`src/rtl/mips_pkg.sv`:
```
// Shared definitions for the multi-cycle MIPS controller: opcodes, FSM state
// encoding and datapath select encodings.
package mips_pkg;

  localparam logic [5:0] OP_RTYPE = 6'b000000;
  localparam logic [5:0] OP_LW    = 6'b100011;
  localparam logic [5:0] OP_SW    = 6'b101011;
  localparam logic [5:0] OP_BEQ   = 6'b000100;
  localparam logic [5:0] OP_J     = 6'b000010;
  localparam logic [5:0] OP_ADDI  = 6'b001000;

  typedef enum logic [3:0] {
    S_FETCH     = 4'd0,
    S_DECODE    = 4'd1,
    S_MEM_ADDR  = 4'd2,
    S_MEM_RD    = 4'd3,
    S_MEM_WB    = 4'd4,
    S_MEM_WR    = 4'd5,
    S_R_EXEC    = 4'd6,
    S_R_WB      = 4'd7,
    S_BRANCH    = 4'd8,
    S_JUMP      = 4'd9,
    S_ADDI_EXEC = 4'd10,
    S_ADDI_WB   = 4'd11,
    S_TRAP      = 4'd15
  } state_t;

  localparam logic [1:0] ALU_ADD   = 2'b00;
  localparam logic [1:0] ALU_SUB   = 2'b01;
  localparam logic [1:0] ALU_FUNCT = 2'b10;

  localparam logic [1:0] SRCB_B      = 2'b00;
  localparam logic [1:0] SRCB_FOUR   = 2'b01;
  localparam logic [1:0] SRCB_IMM    = 2'b10;
  localparam logic [1:0] SRCB_IMM_SH = 2'b11;

  localparam logic [1:0] PC_SRC_ALU    = 2'b00;
  localparam logic [1:0] PC_SRC_ALUOUT = 2'b01;
  localparam logic [1:0] PC_SRC_JUMP   = 2'b10;

  // States that wait on the memory port and are guarded by the timeout counter.
  function automatic logic is_wait_state(input state_t s);
    return (s == S_FETCH) || (s == S_MEM_RD) || (s == S_MEM_WR);
  endfunction

endpackage

```
`src/rtl/mc_wait_timer.sv`:
```
// Memory wait counter: counts stalled cycles and flags when the count has
// reached MEM_TIMEOUT.
module mc_wait_timer #(
  parameter int TIMEOUT_W   = 4,
  parameter int MEM_TIMEOUT = 15
) (
  input  logic clk,
  input  logic rst_n,
  input  logic clear,
  input  logic enable,
  output logic timeout
);

  logic [TIMEOUT_W-1:0] count;

  // Saturating so an unobserved stall can never wrap back below the limit.
  always_ff @(posedge clk or negedge rst_n) begin
    if (!rst_n) begin
      count <= '0;
    end else if (clear) begin
      count <= '0;
    end else if (enable && (count != TIMEOUT_W'(MEM_TIMEOUT))) begin
      count <= count + TIMEOUT_W'(1);
    end else begin
      count <= count;
    end
  end

  assign timeout = (count == TIMEOUT_W'(MEM_TIMEOUT));

endmodule

```
`src/rtl/multicycle_control.sv`:
```
// Multi-cycle MIPS control FSM with memory-ready handshake, bus timeout and
// trap state. Define MC_ADDI_EN to compile in the addi execution path.
module multicycle_control
  import mips_pkg::*;
#(
  parameter int TIMEOUT_W   = 4,
  parameter int MEM_TIMEOUT = 15
) (
  input  logic       clk,
  input  logic       rst_n,
  input  logic [5:0] opcode,
  input  logic       mem_ready,
  output logic       pc_write,
  output logic       pc_write_cond,
  output logic       i_or_d,
  output logic       mem_read,
  output logic       mem_write,
  output logic       ir_write,
  output logic       memto_reg,
  output logic       reg_dst,
  output logic       reg_write,
  output logic       alu_src_a,
  output logic [1:0] alu_src_b,
  output logic [1:0] alu_op,
  output logic [1:0] pc_source,
  output logic       retire,
  output logic       illegal_op,
  output logic       bus_err,
  output logic [3:0] state
);

  state_t cur_state;
  logic   is_store;
  logic   waiting;
  logic   timeout;

  assign waiting = is_wait_state(cur_state);

  mc_wait_timer #(
    .TIMEOUT_W  (TIMEOUT_W),
    .MEM_TIMEOUT(MEM_TIMEOUT)
  ) u_wait_timer (
    .clk    (clk),
    .rst_n  (rst_n),
    .clear  (!waiting || mem_ready),
    .enable (waiting && !mem_ready),
    .timeout(timeout)
  );

  // State sequencing, lw/sw class latch and sticky trap flags.
  always_ff @(posedge clk or negedge rst_n) begin
    if (!rst_n) begin
      cur_state  <= S_FETCH;
      is_store   <= 1'b0;
      illegal_op <= 1'b0;
      bus_err    <= 1'b0;
    end else begin
      case (cur_state)
        S_FETCH: begin
          if (mem_ready) begin
            cur_state <= S_DECODE;
          end else if (timeout) begin
            cur_state <= S_TRAP;
            bus_err   <= 1'b1;
          end else begin
            cur_state <= S_FETCH;
          end
        end
        S_DECODE: begin
          is_store <= (opcode == OP_SW);
          case (opcode)
            OP_RTYPE:     cur_state <= S_R_EXEC;
            OP_LW, OP_SW: cur_state <= S_MEM_ADDR;
            OP_BEQ:       cur_state <= S_BRANCH;
            OP_J:         cur_state <= S_JUMP;
`ifdef MC_ADDI_EN
            OP_ADDI:      cur_state <= S_ADDI_EXEC;
`endif
            default: begin
              cur_state  <= S_TRAP;
              illegal_op <= 1'b1;
            end
          endcase
        end
        S_MEM_ADDR: cur_state <= is_store ? S_MEM_WR : S_MEM_RD;
        S_MEM_RD, S_MEM_WR: begin
          if (mem_ready) begin
            cur_state <= (cur_state == S_MEM_RD) ? S_MEM_WB : S_FETCH;
          end else if (timeout) begin
            cur_state <= S_TRAP;
            bus_err   <= 1'b1;
          end else begin
            cur_state <= cur_state;
          end
        end
        S_MEM_WB:    cur_state <= S_FETCH;
        S_R_EXEC:    cur_state <= S_R_WB;
        S_R_WB:      cur_state <= S_FETCH;
        S_BRANCH:    cur_state <= S_FETCH;
        S_JUMP:      cur_state <= S_FETCH;
`ifdef MC_ADDI_EN
        S_ADDI_EXEC: cur_state <= S_ADDI_WB;
        S_ADDI_WB:   cur_state <= S_FETCH;
`endif
        S_TRAP:      cur_state <= S_TRAP;
        default:     cur_state <= S_TRAP;
      endcase
    end
  end

  // Moore control decode; only FETCH loads and MEM_WR retire look at mem_ready.
  always_comb begin
    pc_write      = 1'b0;
    pc_write_cond = 1'b0;
    i_or_d        = 1'b0;
    mem_read      = 1'b0;
    mem_write     = 1'b0;
    ir_write      = 1'b0;
    memto_reg     = 1'b0;
    reg_dst       = 1'b0;
    reg_write     = 1'b0;
    alu_src_a     = 1'b0;
    alu_src_b     = SRCB_B;
    alu_op        = ALU_ADD;
    pc_source     = PC_SRC_ALU;
    retire        = 1'b0;
    case (cur_state)
      S_FETCH: begin
        mem_read  = 1'b1;
        alu_src_b = SRCB_FOUR;
        ir_write  = mem_ready;
        pc_write  = mem_ready;
      end
      S_DECODE: alu_src_b = SRCB_IMM_SH;
      S_MEM_ADDR: begin
        alu_src_a = 1'b1;
        alu_src_b = SRCB_IMM;
      end
      S_MEM_RD: begin
        mem_read = 1'b1;
        i_or_d   = 1'b1;
      end
      S_MEM_WB: begin
        reg_write = 1'b1;
        memto_reg = 1'b1;
        retire    = 1'b1;
      end
      S_MEM_WR: begin
        mem_write = 1'b1;
        i_or_d    = 1'b1;
        retire    = mem_ready;
      end
      S_R_EXEC: begin
        alu_src_a = 1'b1;
        alu_op    = ALU_FUNCT;
      end
      S_R_WB: begin
        reg_write = 1'b1;
        reg_dst   = 1'b1;
        retire    = 1'b1;
      end
      S_BRANCH: begin
        alu_src_a     = 1'b1;
        alu_op        = ALU_SUB;
        pc_write_cond = 1'b1;
        pc_source     = PC_SRC_ALUOUT;
        retire        = 1'b1;
      end
      S_JUMP: begin
        pc_write  = 1'b1;
        pc_source = PC_SRC_JUMP;
        retire    = 1'b1;
      end
`ifdef MC_ADDI_EN
      S_ADDI_EXEC: begin
        alu_src_a = 1'b1;
        alu_src_b = SRCB_IMM;
      end
      S_ADDI_WB: begin
        reg_write = 1'b1;
        retire    = 1'b1;
      end
`endif
      default: retire = 1'b0;
    endcase
  end

  assign state = cur_state;

endmodule

```
`config.mk`:
```
export PLATFORM = sky130hd
export DESIGN_NAME = multicycle_control
export DESIGN_NICKNAME = d
export VERILOG_FILES = /design/src/rtl/mips_pkg.sv /design/src/rtl/mc_wait_timer.sv /design/src/rtl/multicycle_control.sv
export SDC_FILE = /design/constraint.sdc
export NUM_CORES = 1
export LEC_CHECK = 0
export CAP_MARGIN = 0
export CORE_MARGIN = 2
export CORE_UTILIZATION = 35
export DETAILED_ROUTE_END_ITERATION = 7
export PLACE_DENSITY = 0.66
export SETUP_SLACK_MARGIN = 0.15
export SYNTH_ARGS = -nofsm -noshare
export SYNTH_HDL_FRONTEND = slang
export SYNTH_SLANG_ARGS = --single-unit
```
`constraint.sdc`:
```
create_clock -name clk -period 4.8 [get_ports clk]
set_clock_uncertainty 0.2 [all_clocks]
set_input_delay 0.96 -clock clk [delete_from_list [all_inputs] [get_ports clk]]
set_output_delay 0.96 -clock clk [all_outputs]
set_load 0.02 [all_outputs]
```
### Word level (Yosys, flattened, before mapping)

Cells that the tools add are included.

| storage, ports and cells | value |
|---|---|
| memory bits (writable) | 0 |
| logic and storage cells | 68 |
| bits in latches | 0 |
| output and inout port bits | 23 |
| memories kept | 0 |
| ROM bits | 0 |
| input bits | 9 |
| flip-flop bits (word level) | 11 |

| cells by class | value |
|---|---|
| shift-type cells | 0 |
| bitwise gates (word level) | 2 |
| equal/unequal tests | 16 |
| multipliers | 0 |
| $lt $le $gt $ge | 0 |
| reduce and logical (&&, ||, !) cells | 20 |
| multiplexer cells | 24 |
| add/sub/neg operators | 1 |
| div/mod/pow operators | 0 |

Operators by type and width:

| cell | number |
|---|---|
| 4-bit 2-to-1 mux | 6 |
| 4-bit case mux with 6 select lines | 1 |
| 4-bit by 3-bit equality test with 1-bit output (second input constant) | 4 |
| 4-bit case mux with 4 select lines | 1 |
| 4-bit equality test (second input constant) | 3 |
| 6-bit equality test (second input constant) | 2 |
| 1-bit 2-to-1 mux | 9 |
| 4-bit by 2-bit equality test with 1-bit output (second input constant) | 2 |
| 2-bit case mux with 2 select lines | 2 |
| 2-bit OR reduction | 4 |
| 6-bit by 2-bit equality test with 1-bit output (second input constant) | 1 |
| 6-bit by 3-bit equality test with 1-bit output (second input constant) | 1 |
| 6-bit logical NOT | 1 |
| 3-bit 2-to-1 mux | 2 |
| 2-bit case mux with 3 select lines | 1 |
| 3-bit OR reduction | 2 |
| 5-bit OR reduction | 1 |
| 4-bit by 1-bit adder with 4-bit output (second input constant) | 1 |
| 4-bit by 1-bit equality test with 1-bit output (second input constant) | 1 |
| 4-bit logical NOT | 1 |
| 4-bit != test (second input constant) | 1 |
| 1-bit case mux with 2 select lines | 2 |
| 4-bit OR reduction | 1 |
| 1-bit logical OR | 3 |
| other kinds (7) | 10 |

### Depth between registers and ports, before layout

| depth | value |
|---|---|
| word-level depth | 7 |
| mapped depth | 6 |
| depth with buffers taken out | 5 |

### Cells and area by module

From an unflattened synthesis, not the netlist that was laid out.

| second synthesis, totals | value |
|---|---|
| cell total of the unflattened synthesis | 117 |
| area, all modules | 909.6 µm² |

By module, submodules not included:

| module | cells each | sequential area each (µm²) | instances | area each (µm²) |
|---|---|---|---|---|
| multicycle_control | 97 | 175.2 | 1 | 680.7 |
| mc_wait_timer | 20 | 100.1 | 1 | 229.0 |

### Worst setup path before layout

OpenSTA, ideal clock, no wires.

| timing | value |
|---|---|
| path kind | reg-to-output |
| from | register cur_state[1] (netlist: state[1]) |
| to | output port pc_write |
| path slack | 2066 ps |
| cell stages (with the launch flop) | 6 |
| data required time | 3640 ps |
| data arrival time | 1574 ps |
| path buffers | 2 |
| cell sequence | dfrtp_1 > buf_2 > clkbuf_1 > nor2_1 > and3_1 > or2_2 |

| between the ends | value |
|---|---|
| longest elaborated chain between the ends | 2 |
| elaborated cells on any way between the ends | 3 |
| those cells by class | eq/ne (1); mux (1); reduce/logical (1) |

Ends and longest elaborated chain:

| what | RTL line | RTL |
|---|---|---|
| start: declaration | multicycle_control.sv:32 | `state_t cur_state;` |
| start signal: assignment | multicycle_control.sv:85 | `S_MEM_ADDR: cur_state <= is_store ? S_MEM_WR : S_MEM_RD;` |
| start signal: assignment | multicycle_control.sv:88 | `cur_state <= (cur_state == S_MEM_RD) ? S_MEM_WB : S_FETCH;` |
| start signal: assignment | multicycle_control.sv:93 | `cur_state <= cur_state;` |
| 4-bit equality test or 4-bit logical NOT (tied branches) | multicycle_control.sv:127 | `case (cur_state)` |
| 1-bit case mux with 2 select lines (*) | multicycle_control.sv:127 |  |
| end: declaration | multicycle_control.sv:13 | `output logic pc_write,` |

Mark *: on every way between the ends. The rest lies on a longest branch, timed or not.

### Worst setup path after layout

| timing | value |
|---|---|
| from | input port mem_ready |
| to | output port retire |

| between the ends | value |
|---|---|
| longest elaborated chain between the ends | 1 |

Ends and longest elaborated chain:

| what | RTL line | RTL |
|---|---|---|
| start: declaration | multicycle_control.sv:12 | `input logic mem_ready,` |
| 1-bit case mux with 2 select lines | multicycle_control.sv:127 |  |
| end: declaration | multicycle_control.sv:26 | `output logic retire,` |

Every way passes these cells.

==> flow_summary_export.csv <==
group,metric,value,unit
floorplan,die_y,54.03,um
setup_path,slowest_stage,"clkdlybuf4s50_1",
clock_tree,cts-root-buf,"clkbuf_4",
sta,fin_tns_setup,0,ps
logic_synthesis,ys_ff_latch,11,
power,ir_drop,0.1114,mV
final_layout,fin_util,0.4918,
route,wl,2098,um
clock_tree,cts_hold_buf,0,
sta,hold_viol_final,0,
logic_synthesis,netlist_area,875.8,sq um
final_layout,antenna_cells,0,
logic_synthesis,synth_edf_count,0,
clock_tree,cts_sinks,11,
logic_synthesis,syn_nets,119,
sta,drv_slew,0,
placement,gp_congestion,0.7836,
job,drv_cap,0,
global_routing,grt_overflow_total,0,
placement,hpwl,1588,um
floorplan,die_w,54.03,um
route,drt_first_pass_iters,4,
global_routing,grt_pass1_wl,3374,um
clock_tree,cts_setup_buffers,0,
final_layout,syn2layout_area_growth,36.57,%
setup_path,start_kind,"primary input",
global_routing,grt_pass1_vias,785,
clock_tree,cts_tree,"built",
power,power.density,141.7,mW/mm^2
route,drtIter0Drc,20,
global_routing,grt_max_degree,20,
floorplan,die_area,0.002919,sq mm
power,leakagePower,0.4545,nW
route,route.detailed.drc,0,
clock_tree,h-tree-depth,1,
setup_path,critPathKind,"in -> out",
clock_tree,clock_latency,260,ps
logic_synthesis,yosysWarnings,0,
logic_synthesis,synthArstFlopShare,1.000,
floorplan,core_area,0.002432,sq mm
floorplan,initial_utilization,0.3601,
logic_synthesis,ys_seq_area_frac,0.3143,
route,post_drt_wl_per_cell,12.72,um
floorplan,num_io_pins,32,
logic_synthesis,syn_avg_cell_area,8.035,sq um
setup_path,crit_path_end_kind,"output port",
floorplan,rows,18,
setup_path,slowest_delay,590,ps
sta,setup_violations,0,
clock_tree,cts_buffer_depth,2,
setup_path,crit_path_max_fanout,7,
sta,finalCritPeriodShare,0.7833,
global_routing,grt_usage,0.1553,
min_path,hp-class,"reg -> reg",
setup_path,crit_top_cell,"clkdlybuf4s50_1",
sta,fin_crit,3760,ps
sta,fmaxAchievable,266.0,MHz
logic_synthesis,synthFlopType,"dfrtp_1",
clock_tree,cts_resized,0,
route,vias,884,
route,avgViaCountPerCell,5.358,
clock_tree,cts_buffers,3,
sta,finalHoldWorstSlack,281.2,ps
sta,rsz0062_at_grt,"false",
outcome,outcome,"finished clean",
placement,io_buffers,31,
clock_tree,clk_pin_slew_worst_paths,70,ps
global_routing,antenna_found_initial,0,
logic_synthesis,ys_types,40,
final_layout,layout-drive-gt1-share,0.05926,
sta,max_slew_margin,0.6055,
route,drtAntennaViolNets,0,
setup_path,crit_required,3640,ps
setup_path,crit_chain,"clkdlybuf4s50_1, o21ai_0, a21oi_1, a21o_1, clkdlybuf4s50_1",
setup_path,worstPathArrival,2600,ps
final_layout,layout.nets,146,
logic_synthesis,syn_inst,109,
sta,tightest_slew,591.8,ps
## layer usage
layer / vias up / global-route usage / share of wire
met1: 404 / 0.1945 / 0.47
met4: 0 / 0.03750 / 0.0029
met3: 2 / 0.03056 / 0.066
met5: - / 0 / 0
met2: 31 / 0.2724 / 0.46
li1: 447 / - / -
## critical path, delay by kind of cell
family / cells / cell delay, ps
buf+inv: 2 / 1180
compound gates: 3 / 460
## power breakdown
group          switching (mW)  internal [mW]
Clock                  0.0279         0.0321
Combinational         0.00754        0.00861
Sequential           0.000257         0.0931
## path summary, 6_finish.rpt
path | start | slack [ps] | depth (start not counted) | to
max | mem_ready | 1040 | 5 | retire
min | bus_err | 280 | 1 | bus_err
max reg2reg | state[2] | 2490 | 4 | state[2]
min reg2reg | bus_err | 280 | 1 | bus_err
max in group asynchronous | rst_n | 3260 | 1 | state[2]
min in group asynchronous | rst_n | 820 | 1 | u_wait_timer.count[3]
## cell type report
type	count	area [sq um]
repair buffers	31	310.3
flip-flops and latches	11	275.3
fillers	242	1236
inverters	2	7.507
multi-input cells	87	539.3
clock buffers	4	26.28
well taps	30	37.54
## layout by cell type (no fill, tap or decap), drive strengths merged, types with 2 or more instances in the layout
cell	Yosys	routed
mux2i	3	3
inv	2	2
nand2	4	4
dfrtp	11	11
a2bb2oi	2	2
a21oi	5	5
xnor2	3	3
nor3	4	4
nand2b	4	4
a21o	3	3
nor2	20	20
or2	4	4
clkdlybuf4s50	0	31
a211oi	2	2
and3	2	2
o21ai	6	6
o22ai	2	2
nand3	4	4
a31oi	3	3
clkbuf	4	4
nand3b	2	2
## sequential cells by signal, indices dropped and copies added, names as in the netlist
| name | cells |
|---|---|
| state | 4 |
| illegal_op | 1 |
| u_wait_timer.count | 4 |
| bus_err | 1 |
| is_store | 1 |
## cell usage after synthesis (2+ instances only)
library cell  instances  area [sq um]
a211oi_1              2         15.01
a21o_1                3         22.52
a21oi_1               5         25.02
a2bb2oi_1             2         17.52
a31oi_1               3         18.77
and3_1                2         12.51
buf_6                 2         22.52
clkbuf_1              4         15.01
dfrtp_1              11         275.3
inv_1                 2         7.510
mux2i_1               3         30.03
nand2_1               4         15.01
nand2b_1              4         25.02
nand3_1               4         20.02
nand3b_1              2         15.01
nor2_1               20         75.07
nor3_1                4         20.02
o21ai_0               6         30.03
or2_1                 2         12.51
or2_2                 2         12.51
xnor2_1               3         26.28
## logic make-up after synthesis
group,after synthesis,share of synthesized area
and+or+nand+nor,49,0.2886
AOI/OAI and AO/OA,30,0.2386
buffers and inverters,11,0.06999
DFF,11,0.3143
xor gates and xnor gates,4,0.04001
muxes,3,0.03429
adders and majority gates,1,0.01428
## per-stage QoR
stage / area (sq um) / worst slack, ps / instances / power [mW]
after floorplan: 875.8 / 2066 / 109 / 0.09948
after global placement: 1170 / 1097 / 161 / 0.1110
after detailed placement: 1170 / 1079 / 161 / 0.1115
after CTS: 1196 / 1063 / 165 / 0.1737
after global routing: 1196 / 967.4 / 165 / 0.1791
final: 1196 / 1040 / 165 / 0.1694
No activity file was read; power rests on OpenSTA's default activity.
